`src/rtl/lcd_msg_scheduler_if.sv`:
```
// lcd_msg_scheduler_if: request/grant bundle between message requesters and the LCD scheduler
//   req        requester -> scheduler  request level per requester, held until acked
//   req_code   requester -> scheduler  4-bit message code per requester, nibble i for requester i
//   ack        scheduler -> requester  one-cycle one-hot grant pulse
//   lcd_code   scheduler -> LCD driver message select
//   busy       scheduler -> observers  high while a message or its trailing gap is on screen
//   active_id  scheduler -> observers  index of the requester currently shown
interface lcd_msg_scheduler_if;
   logic [3:0]  req;
   logic [15:0] req_code;
   logic [3:0]  ack;
   logic [3:0]  lcd_code;
   logic        busy;
   logic [1:0]  active_id;
   modport master (output req, req_code, input ack, lcd_code, busy, active_id);
   modport slave  (input req, req_code, output ack, lcd_code, busy, active_id);
endinterface

```
`src/rtl/lcd_msg_scheduler.sv`:
```
// lcd_msg_scheduler: shares the 16x2 LCD between four requesters (0 urgent/preempting, 1..3 round-robin)
//   clk_1MHz  system clock
//   rst       asynchronous active-high reset
//   bus_io    slave side of lcd_msg_scheduler_if (req/req_code in, ack/lcd_code/busy/active_id out)
module lcd_msg_scheduler #(
   parameter int         HOLD_CYCLES = 2000000,
   parameter int         GAP_CYCLES  = 100000,
   parameter logic [3:0] IDLE_CODE   = 4'b0000,
   parameter int         CNT_W       = 22
) (
   input  logic                 clk_1MHz,
   input  logic                 rst,
   lcd_msg_scheduler_if.slave   bus_io
);
   typedef enum logic [1:0] {IDLE, SHOW, GAP} state_t;
   localparam logic [CNT_W-1:0] HOLD_LAST = CNT_W'(HOLD_CYCLES - 1);
   localparam logic [CNT_W-1:0] GAP_LAST  = CNT_W'(GAP_CYCLES - 1);
   state_t           state_q, state_d;
   logic [CNT_W-1:0] cnt_q, cnt_d;
   logic [1:0]       rr_ptr_q, rr_ptr_d;
   logic [3:0]       ack_q, ack_d;
   logic [3:0]       lcd_code_q, lcd_code_d;
   logic             busy_q, busy_d;
   logic [1:0]       active_id_q, active_id_d;
   logic [1:0]       rr_p1, rr_p2, rr_id, gnt_id;
   logic             gnt;
   // round-robin successor within 1..3
   function automatic logic [1:0] nxt(input logic [1:0] p);
      return (p == 2'd3) ? 2'd1 : p + 2'd1;
   endfunction
   assign rr_p1  = nxt(rr_ptr_q);
   assign rr_p2  = nxt(rr_p1);
   assign rr_id  = bus_io.req[rr_ptr_q] ? rr_ptr_q : bus_io.req[rr_p1] ? rr_p1 : rr_p2;
   assign gnt_id = bus_io.req[0] ? 2'd0 : rr_id;
   // IDLE serves anyone; SHOW only lets 0 preempt someone else; GAP only lets 0 in early
   assign gnt = (state_q == IDLE) ? |bus_io.req :
                (state_q == SHOW) ? (bus_io.req[0] && active_id_q != 2'd0) :
                (state_q == GAP)  ? bus_io.req[0] : 1'b0;
   always_ff @(posedge clk_1MHz or posedge rst) begin
      if (rst) begin
         state_q     <= IDLE;
         cnt_q       <= '0;
         rr_ptr_q    <= 2'd1;
         ack_q       <= '0;
         lcd_code_q  <= IDLE_CODE;
         busy_q      <= 1'b0;
         active_id_q <= 2'd0;
      end else begin
         state_q     <= state_d;
         cnt_q       <= cnt_d;
         rr_ptr_q    <= rr_ptr_d;
         ack_q       <= ack_d;
         lcd_code_q  <= lcd_code_d;
         busy_q      <= busy_d;
         active_id_q <= active_id_d;
      end
   end
   always_comb begin
      state_d     = state_q;
      cnt_d       = cnt_q;
      rr_ptr_d    = rr_ptr_q;
      ack_d       = '0;
      lcd_code_d  = lcd_code_q;
      busy_d      = busy_q;
      active_id_d = active_id_q;
      if (gnt) begin
         state_d     = SHOW;
         cnt_d       = '0;
         ack_d       = 4'b0001 << gnt_id;
         lcd_code_d  = bus_io.req_code[{gnt_id, 2'b00} +: 4];
         busy_d      = 1'b1;
         active_id_d = gnt_id;
         if (gnt_id != 2'd0) rr_ptr_d = nxt(gnt_id);
      end else if (state_q == SHOW) begin
         if (cnt_q == HOLD_LAST) begin
            state_d    = GAP;
            cnt_d      = '0;
            lcd_code_d = IDLE_CODE;
         end else cnt_d = cnt_q + 1'b1;
      end else if (state_q == GAP) begin
         if (cnt_q == GAP_LAST) begin
            state_d = IDLE;
            cnt_d   = '0;
            busy_d  = 1'b0;
         end else cnt_d = cnt_q + 1'b1;
      end
   end
   assign bus_io.ack       = ack_q;
   assign bus_io.lcd_code  = lcd_code_q;
   assign bus_io.busy      = busy_q;
   assign bus_io.active_id = active_id_q;
endmodule

```
`src/flat_wrapper.sv`:
```
// flat-port wrapper written by rule: the top's interface ports become plain ports
module lcd_msg_scheduler_flat 
#(
   parameter int         HOLD_CYCLES = 2000000,
   parameter int         GAP_CYCLES  = 100000,
   parameter logic [3:0] IDLE_CODE   = 4'b0000,
   parameter int         CNT_W       = 22
)
  (clk_1MHz, rst, bus_io_req, bus_io_req_code, bus_io_ack, bus_io_lcd_code, bus_io_busy, bus_io_active_id);
  lcd_msg_scheduler_if bus_io_i ();
  input  logic clk_1MHz;
  input  logic rst;
  input wire logic [$bits(bus_io_i.req)-1:0] bus_io_req;
  input wire logic [$bits(bus_io_i.req_code)-1:0] bus_io_req_code;
  output wire logic [$bits(bus_io_i.ack)-1:0] bus_io_ack;
  output wire logic [$bits(bus_io_i.lcd_code)-1:0] bus_io_lcd_code;
  output wire logic [$bits(bus_io_i.busy)-1:0] bus_io_busy;
  output wire logic [$bits(bus_io_i.active_id)-1:0] bus_io_active_id;
  assign bus_io_i.req = bus_io_req;
  assign bus_io_i.req_code = bus_io_req_code;
  assign bus_io_ack = bus_io_i.ack;
  assign bus_io_lcd_code = bus_io_i.lcd_code;
  assign bus_io_busy = bus_io_i.busy;
  assign bus_io_active_id = bus_io_i.active_id;
  lcd_msg_scheduler #(.HOLD_CYCLES(HOLD_CYCLES), .GAP_CYCLES(GAP_CYCLES), .IDLE_CODE(IDLE_CODE), .CNT_W(CNT_W)) u_core (.clk_1MHz(clk_1MHz), .rst(rst), .bus_io(bus_io_i));
endmodule
```
`config.mk`:
```
export PLATFORM = sky130hd
export DESIGN_NAME = lcd_msg_scheduler_flat
export DESIGN_NICKNAME = d
export VERILOG_FILES = /design/src/rtl/lcd_msg_scheduler_if.sv /design/src/rtl/lcd_msg_scheduler.sv /design/src/flat_wrapper.sv
export SDC_FILE = /design/constraint.sdc
export NUM_CORES = 1
export LEC_CHECK = 0
export BUFFER_PORTS_ARGS = -buffer_cell sky130_fd_sc_hd__buf_2
export CORE_UTILIZATION = 57
export CTS_CLUSTER_SIZE = 20
export DETAILED_ROUTE_END_ITERATION = 8
export GPL_ROUTABILITY_DRIVEN = 0
export HOLD_SLACK_MARGIN = 0.15
export PLACE_DENSITY = 0.84
export SLEW_MARGIN = 20
export SYNTH_ARGS = -nofsm -noshare
export SYNTH_HDL_FRONTEND = slang
export SYNTH_SLANG_ARGS = --single-unit
```
`constraint.sdc`:
```
create_clock -name clk_1MHz -period 2.6 [get_ports clk_1MHz]
set_clock_uncertainty 0.1 [all_clocks]
set_input_delay 0.13 -clock clk_1MHz [delete_from_list [all_inputs] [get_ports clk_1MHz]]
set_output_delay 0.13 -clock clk_1MHz [all_outputs]
set_load 0.01 [all_outputs]
```
* After elaboration in Yosys (flattened, before gate mapping)
Index checks and enable logic that the tools add are counted.
** Word-level totals
- Output and inout port bits :: 11
- Bits of input ports :: 22
- Logic and storage cells :: 70
- Flip-flop bits (word level) :: 37
** Cells by class
- Reduce and logical (&&, ||, !) cells :: 15
- Mux-type cells :: 31
- Equal/unequal tests :: 9
- $lt $le $gt $ge :: 2
- Shifts and indexed selects :: 2
- $add $sub $neg :: 4
** Operator list (count)
- 2-to-1 mux 22 bit :: 5
- adder 22 x 1 -> 22 bit (second input constant) :: 1
- equality test 22 x 17 -> 1 bit (second input constant) :: 1
- equality test 22 x 21 -> 1 bit (second input constant) :: 1
- 2-to-1 mux 2 bit :: 11
- 2-to-1 mux 4 bit :: 4
- variable part select 16 x 5 -> 4 bit :: 1
- nonzero test 2 bit :: 6
- 2-to-1 mux 1 bit :: 9
- equality test 2 bit (second input constant) :: 4
- adder 2 x 1 -> 2 bit (second input constant) :: 3
- < comparator 2 x 3 -> 1 bit (second input constant) :: 2
- AND reduction 3 bit :: 2
- nonzero test 3 bit :: 2
- binary-select mux 1 bit (select 2 bit) :: 2
- AND reduction 2 bit :: 2
- OR reduction 4 bit :: 1
- << shifter 1 x 2 -> 4 bit (first input constant) :: 1
- != test 3 x 2 -> 1 bit (second input constant) :: 1
- equality test 2 x 1 -> 1 bit (second input constant) :: 1
- logical NOT 2 bit :: 1
- != test 2 x 1 -> 1 bit (second input constant) :: 1
- logical AND 1 bit :: 1

* Longest topological paths before layout
- Depth in word-level cells :: 9
- Gate-level depth with buffers :: 8
- Gate-level depth less buffers :: 7

* Worst setup path before layout
Ideal clock, no wire load.
- Path kind :: register to register
- Start point :: register u_core.rr_ptr_q[0]
- End point :: register u_core.rr_ptr_q[1]
- Setup time :: 0.157 ns
- Required time :: 2.343 ns
- Arrival time :: 2.054 ns
- Clock period less this slack :: 2.311 ns
- Cell stages (with the launch flop) :: 7
- Setup slack :: 0.289 ns
- Buffers on the path :: 0
- Path through :: dfstp_2 > inv_1 > ha_1 > or3b_2 > o221ai_1 > nor4_1 > a22oi_1
** Between the ends
- Longest elaborated chain between the ends :: 9
- Elaborated cells between the ends (all ways) :: 18
- Classes of those cells :: add/sub (3); eq/ne (3); mux (10); reduce/logical (2)
** RTL lines
- from (decl) :: RTL line lcd_msg_scheduler.sv:20 : logic [1:0] rr_ptr_q, rr_ptr_d;
- from (signal assigned) :: RTL line lcd_msg_scheduler.sv:51 : rr_ptr_q <= rr_ptr_d;
- adder 2 x 1 -> 2 bit or equality test 2 bit (tied branches) :: RTL line lcd_msg_scheduler.sv:29 : return (p == 2'd3) ? 2'd1 : p + 2'd1;
- 2-to-1 mux 2 bit :: RTL line lcd_msg_scheduler.sv:29
- adder 2 x 1 -> 2 bit, or another cell as far along :: RTL line lcd_msg_scheduler.sv:29
- 2-to-1 mux 2 bit or 2-to-1 mux 1 bit (tied branches) :: RTL line lcd_msg_scheduler.sv:29, lcd_msg_scheduler.sv:33
- 2-to-1 mux 2 bit :: RTL line lcd_msg_scheduler.sv:33 : assign rr_id = bus_io.req[rr_ptr_q] ? rr_ptr_q : bus_io.req[rr_p1] ? rr_p1 : rr_p2;
- 2-to-1 mux 2 bit * :: RTL line lcd_msg_scheduler.sv:33
- 2-to-1 mux 2 bit * :: RTL line lcd_msg_scheduler.sv:34 : assign gnt_id = bus_io.req[0] ? 2'd0 : rr_id;
- adder 2 x 1 -> 2 bit, or another cell as far along :: RTL line lcd_msg_scheduler.sv:29
- 2-to-1 mux 2 bit or AND reduction 2 bit (tied branches)
Mark *: on every way between the ends. The rest lies on a longest branch, timed or not. The select of a mux whose other input is x is not followed.
A chain may end at the register's enable or synchronous reset.

* Final worst setup path
- Start point :: register u_core.rr_ptr_q[0]
- End point :: register u_core.lcd_code_q[2], in the netlist u_core.bus_io.lcd_code[2]
** Between the ends
- Longest elaborated chain between the ends :: 9
- Elaborated cells between the ends (all ways) :: 15
- Classes of those cells :: add/sub (2); eq/ne (2); shift (1); mux (10)
** RTL lines
- adder 2 x 1 -> 2 bit or equality test 2 bit (tied branches) :: RTL line lcd_msg_scheduler.sv:29
- 2-to-1 mux 2 bit :: RTL line lcd_msg_scheduler.sv:29
- adder 2 x 1 -> 2 bit, or another cell as far along :: RTL line lcd_msg_scheduler.sv:29
- 2-to-1 mux 2 bit or 2-to-1 mux 1 bit (tied branches) :: RTL line lcd_msg_scheduler.sv:29, lcd_msg_scheduler.sv:33
- 2-to-1 mux 2 bit :: RTL line lcd_msg_scheduler.sv:33
- 2-to-1 mux 2 bit * :: RTL line lcd_msg_scheduler.sv:33
- 2-to-1 mux 2 bit * :: RTL line lcd_msg_scheduler.sv:34
- variable part select 16 x 5 -> 4 bit * :: RTL line lcd_msg_scheduler.sv:70 : lcd_code_d = bus_io.req_code[{gnt_id, 2'b00} +: 4];
- 2-to-1 mux 4 bit * :: RTL line lcd_msg_scheduler.sv:66 : if (gnt) begin
- to (signal assigned) :: RTL line lcd_msg_scheduler.sv:53 : lcd_code_q <= lcd_code_d;
- to (decl) :: RTL line lcd_msg_scheduler.sv:22 : logic [3:0] lcd_code_q, lcd_code_d;
Marked as above.

==> run_results.csv <==
group,metric,value,unit
final_layout,layout-drive-gt1-share,23.9,%
pwr,seq_power_share,48.6,%
drt,first_pass_iters,4,
synth,synth_nets,264,
floorplan,ios,33,
drt,drt_iter0_drc,140,
flow_run,cap_violations,0,
setup_path,critPathBufInv,1,
floorplan,core-area,0.00377,mm²
sta,fin_crit,2.47,ns
setup_path,critical_path.top_delay_family,"simple AND/OR/NAND/NOR gates",
pwr,peakVddDrop,0.382,mV
min_path,min-delay-start,"bus_io_req_code[3]",
sta,finalHoldViolCount,0,
drt,avgViaCountPerCell,6.07,
pwr,p_int,0.000927,W
final_layout,nFillCells,268,
outcome,status,"complete, no violations",
synth,avgSynthCellArea,9.78,µm²
sta,finalSetupTns,0,ns
cts,cts_sinks,37,
sta,fin_crit_sh,94.9,%
setup_path,crit_path_top_delay_cell,"dfstp_2",
drt,antenna_left,0,
floorplan,die_y,65.5,µm
floorplan,rows,22,
cts,ctsLongestPathBuffers,2,
setup_path,critPathKind,"reg2reg",
pwr,p_leak,1.27,nW
setup_path,reg2reg_from,"u_core.rr_ptr_q[0]",
cts,clk_root_buffer_cell,"clkbuf_8",
sta,setup_viol,0,
setup_path,max_stage_delay,0.61,ns
placed_design,portBuffers,32,
floorplan,initial_core_util,60.9,%
pwr,power.switching,0.000257,W
final_layout,ff_latch_area,927,µm²
cts,cts_tree,"built",
synth,netlist_area,0.00230,mm²
synth,synth_edf_count,0,
setup_path,crit_chain,"inv_1 > ha_1 > or3b_2 > o221ai_1 > nor4_2 > a221oi_1",
setup_path,cp-end-kind,"flop",
global_routing,globalRouteOverflowTotal,0,
cts,insertion_delay,0.30,ns
min_path,holdCritPathClass,"in2reg",
final_layout,nets,317,
sta,worstMarginPinSlew,0.710,ns
sta,finalMaxSlewViolations,0,
synth,netlist_instances,235,
sta,max_freq,0.405,GHz
cts,clk_pin_slew,0.07,ns
global_routing,grt_max_degree,20,
pwr,clock_power_share,44.2,%
synth,synthArstFlopShare,100,%
pwr,comb_power_share,7.2,%
pwr,powerDensity,423,mW/mm²
drt,wl_per_cell,16.8,µm
placed_design,pre_cts_ws,-0.0848,ns
floorplan,die_area,0.00429,mm²
drt,vias,2044,
final_layout,antennaDiodeCount,0,
synth,ys_seq_area_share,40.4,%
synth,ys.flop_type,"dfrtp_1",
sta,grt_setup_unrepaired,"yes",
final_layout,final_cells,337,
final_layout,synthToLayoutAreaGrowth,21.8,%
setup_path,crit_path_start,"u_core.rr_ptr_q[0]",
setup_path,cp-start-kind,"flop",
cts,cts_buffers,5,
synth,synth-seq-cells,37,
drt,drc,0,
synth,yosys_warnings,0,
pwr,switching_share,21.7,%
setup_path,cp_data_required_time,2.64,ns
sta,timing.final.ws_setup,0.131,ns
setup_path,cp_data_arrival_time,2.51,ns
global_routing,grt_pass1_wl,9460,µm
synth,yosysUniqueCellTypes,60,
floorplan,die_w,65.5,µm
global_routing,grtUsageTotal,29.9,%
placed_design,dp_hpwl,3870,µm
sta,slew_headroom,52.6,%
drt,wl,5670,µm
placed_design,dp.cells,315,
cts,htreeDepth,2,
final_layout,final_core_util,74.2,%
global_routing,grt_pass1_vias,2003,
setup_path,cp_max_fo,7,
global_routing,grt_antenna_before_repair,0,
final_layout,multi_input_area,0.00129,mm²
## worst min-delay path: stages
cell	delay, ns
buf_2	0.09
inv_1	0.04
a211oi_1	0.05
a211oi_2	0.17
a211oi_1	0.06
## final timing paths
| kind | end | slack, ns | cells after the start |
|---|---|---|---|
| setup / recovery | u_core.bus_io.lcd_code[2] | 0.13 | 6 |
| hold / removal | u_core.bus_io.lcd_code[3] | 0.19 | 5 |
| setup reg to reg | u_core.bus_io.lcd_code[2] | 0.13 | 6 |
| hold reg to reg | u_core.bus_io.active_id[1] | 0.41 | 2 |
| max in group asynchronous | u_core.rr_ptr_q[0] | 1.33 | 4 |
| min in group asynchronous | u_core.cnt_q[13] | 0.39 | 3 |
## synth_stat cells, types with 3 or more instances
cell,number,area share [%]
dfrtp_1,36,39
nor2_1,23,3.8
nand2_1,17,2.8
inv_1,14,2.3
xnor2_1,14,5.3
nor4_1,10,2.7
a211oi_1,9,2.9
nor3_1,8,1.7
o21ai_0,8,1.7
a21oi_1,7,1.5
ha_1,7,3.8
mux2i_1,7,3.1
nor4b_1,7,2.7
nand3_1,5,1.1
o31ai_1,4,1.3
nand3b_1,3,0.98
nand4_1,3,0.82
## power by group through the flow
stage                     registers, W  clock network, W  logic (W)
final                         0.000575          0.000523  0.0000854
after CTS                     0.000575          0.000526  0.0000829
after global placement        0.000586                 0  0.0000642
after global routing          0.000575          0.000550  0.0000942
after detailed placement      0.000586                 0  0.0000663
after floorplan               0.000586                 0  0.0000370
## cell type report
class                      instances  area share, %
multi-input combinational        178           46.2
timing repair buffer              52           12.3
sequential                        37           33.1
clock inverter                     2           1.34
inverter                          14           1.88
tap                               48           2.15
clock buffer                       6           2.95
## kinds of logic after synthesis
family	share of synthesized area, %
and+or+nand+nor	23.8
AOI/OAI and AO/OA	17.8
adders and majority gates	3.81
muxes	4.03
xor gates and xnor gates	6.10
buffers and inverters	4.08
DFF	40.4
## through the flow
step                hold WS (ns)  cell area (µm²)  total power [W]
global placement           0.162             2520         0.000651
floorplan                  0.209             2300         0.000623
CTS                        0.196             2790          0.00118
finish                     0.189             2800          0.00118
global route               0.215             2800          0.00122
detailed placement         0.167             2520         0.000653
## placed cells by master (no fill, tap or decap), drive strengths merged, types with 2 or more instances in the layout
master,instances
xor2,2
nand4,4
nor4,11
o31ai,4
xnor2,14
nand2,17
nand2b,2
a211oi,9
nor3b,2
a21oi,7
and3,2
buf,38
o21ai,11
clkbuf,6
a221oi,2
a22o,2
nor4b,7
inv,14
nand3b,3
ha,7
mux2i,7
a211o,2
nor3,8
dlygate4sd3,14
o41ai,2
dfrtp,36
o22ai,2
nor2,24
nand3,5
mux2,2
and4,2
## flip-flops by register name, summed over array words and instances, names as in the netlist
register and flops:
u_core.bus_io.lcd_code 4, u_core.state_q 2, u_core.bus_io.active_id 2, u_core.bus_io.busy 1
u_core.bus_io.ack 4, u_core.rr_ptr_q 2, u_core.cnt_q 22
## what timing repair did
action	in CTS	in global routing
resized for setup	1	3
hold buffers	14	0
buffers inserted	0	0
setup endpoints to repair	6	5
endpoints found under the hold margin	21	0
## layer usage
| layer | up-vias | wire [µm] | GRT usage (%) |
|---|---|---|---|
| li1 | 979 | - | - |
| met1 | 978 | 2490 | 37.1 |
| met2 | 76 | 2770 | 49.1 |
| met3 | 11 | 309 | 6.60 |
| met4 | 0 | 105 | 14.1 |
| met5 | - | 0 | 0 |
(Power assumes the default switching activity.)
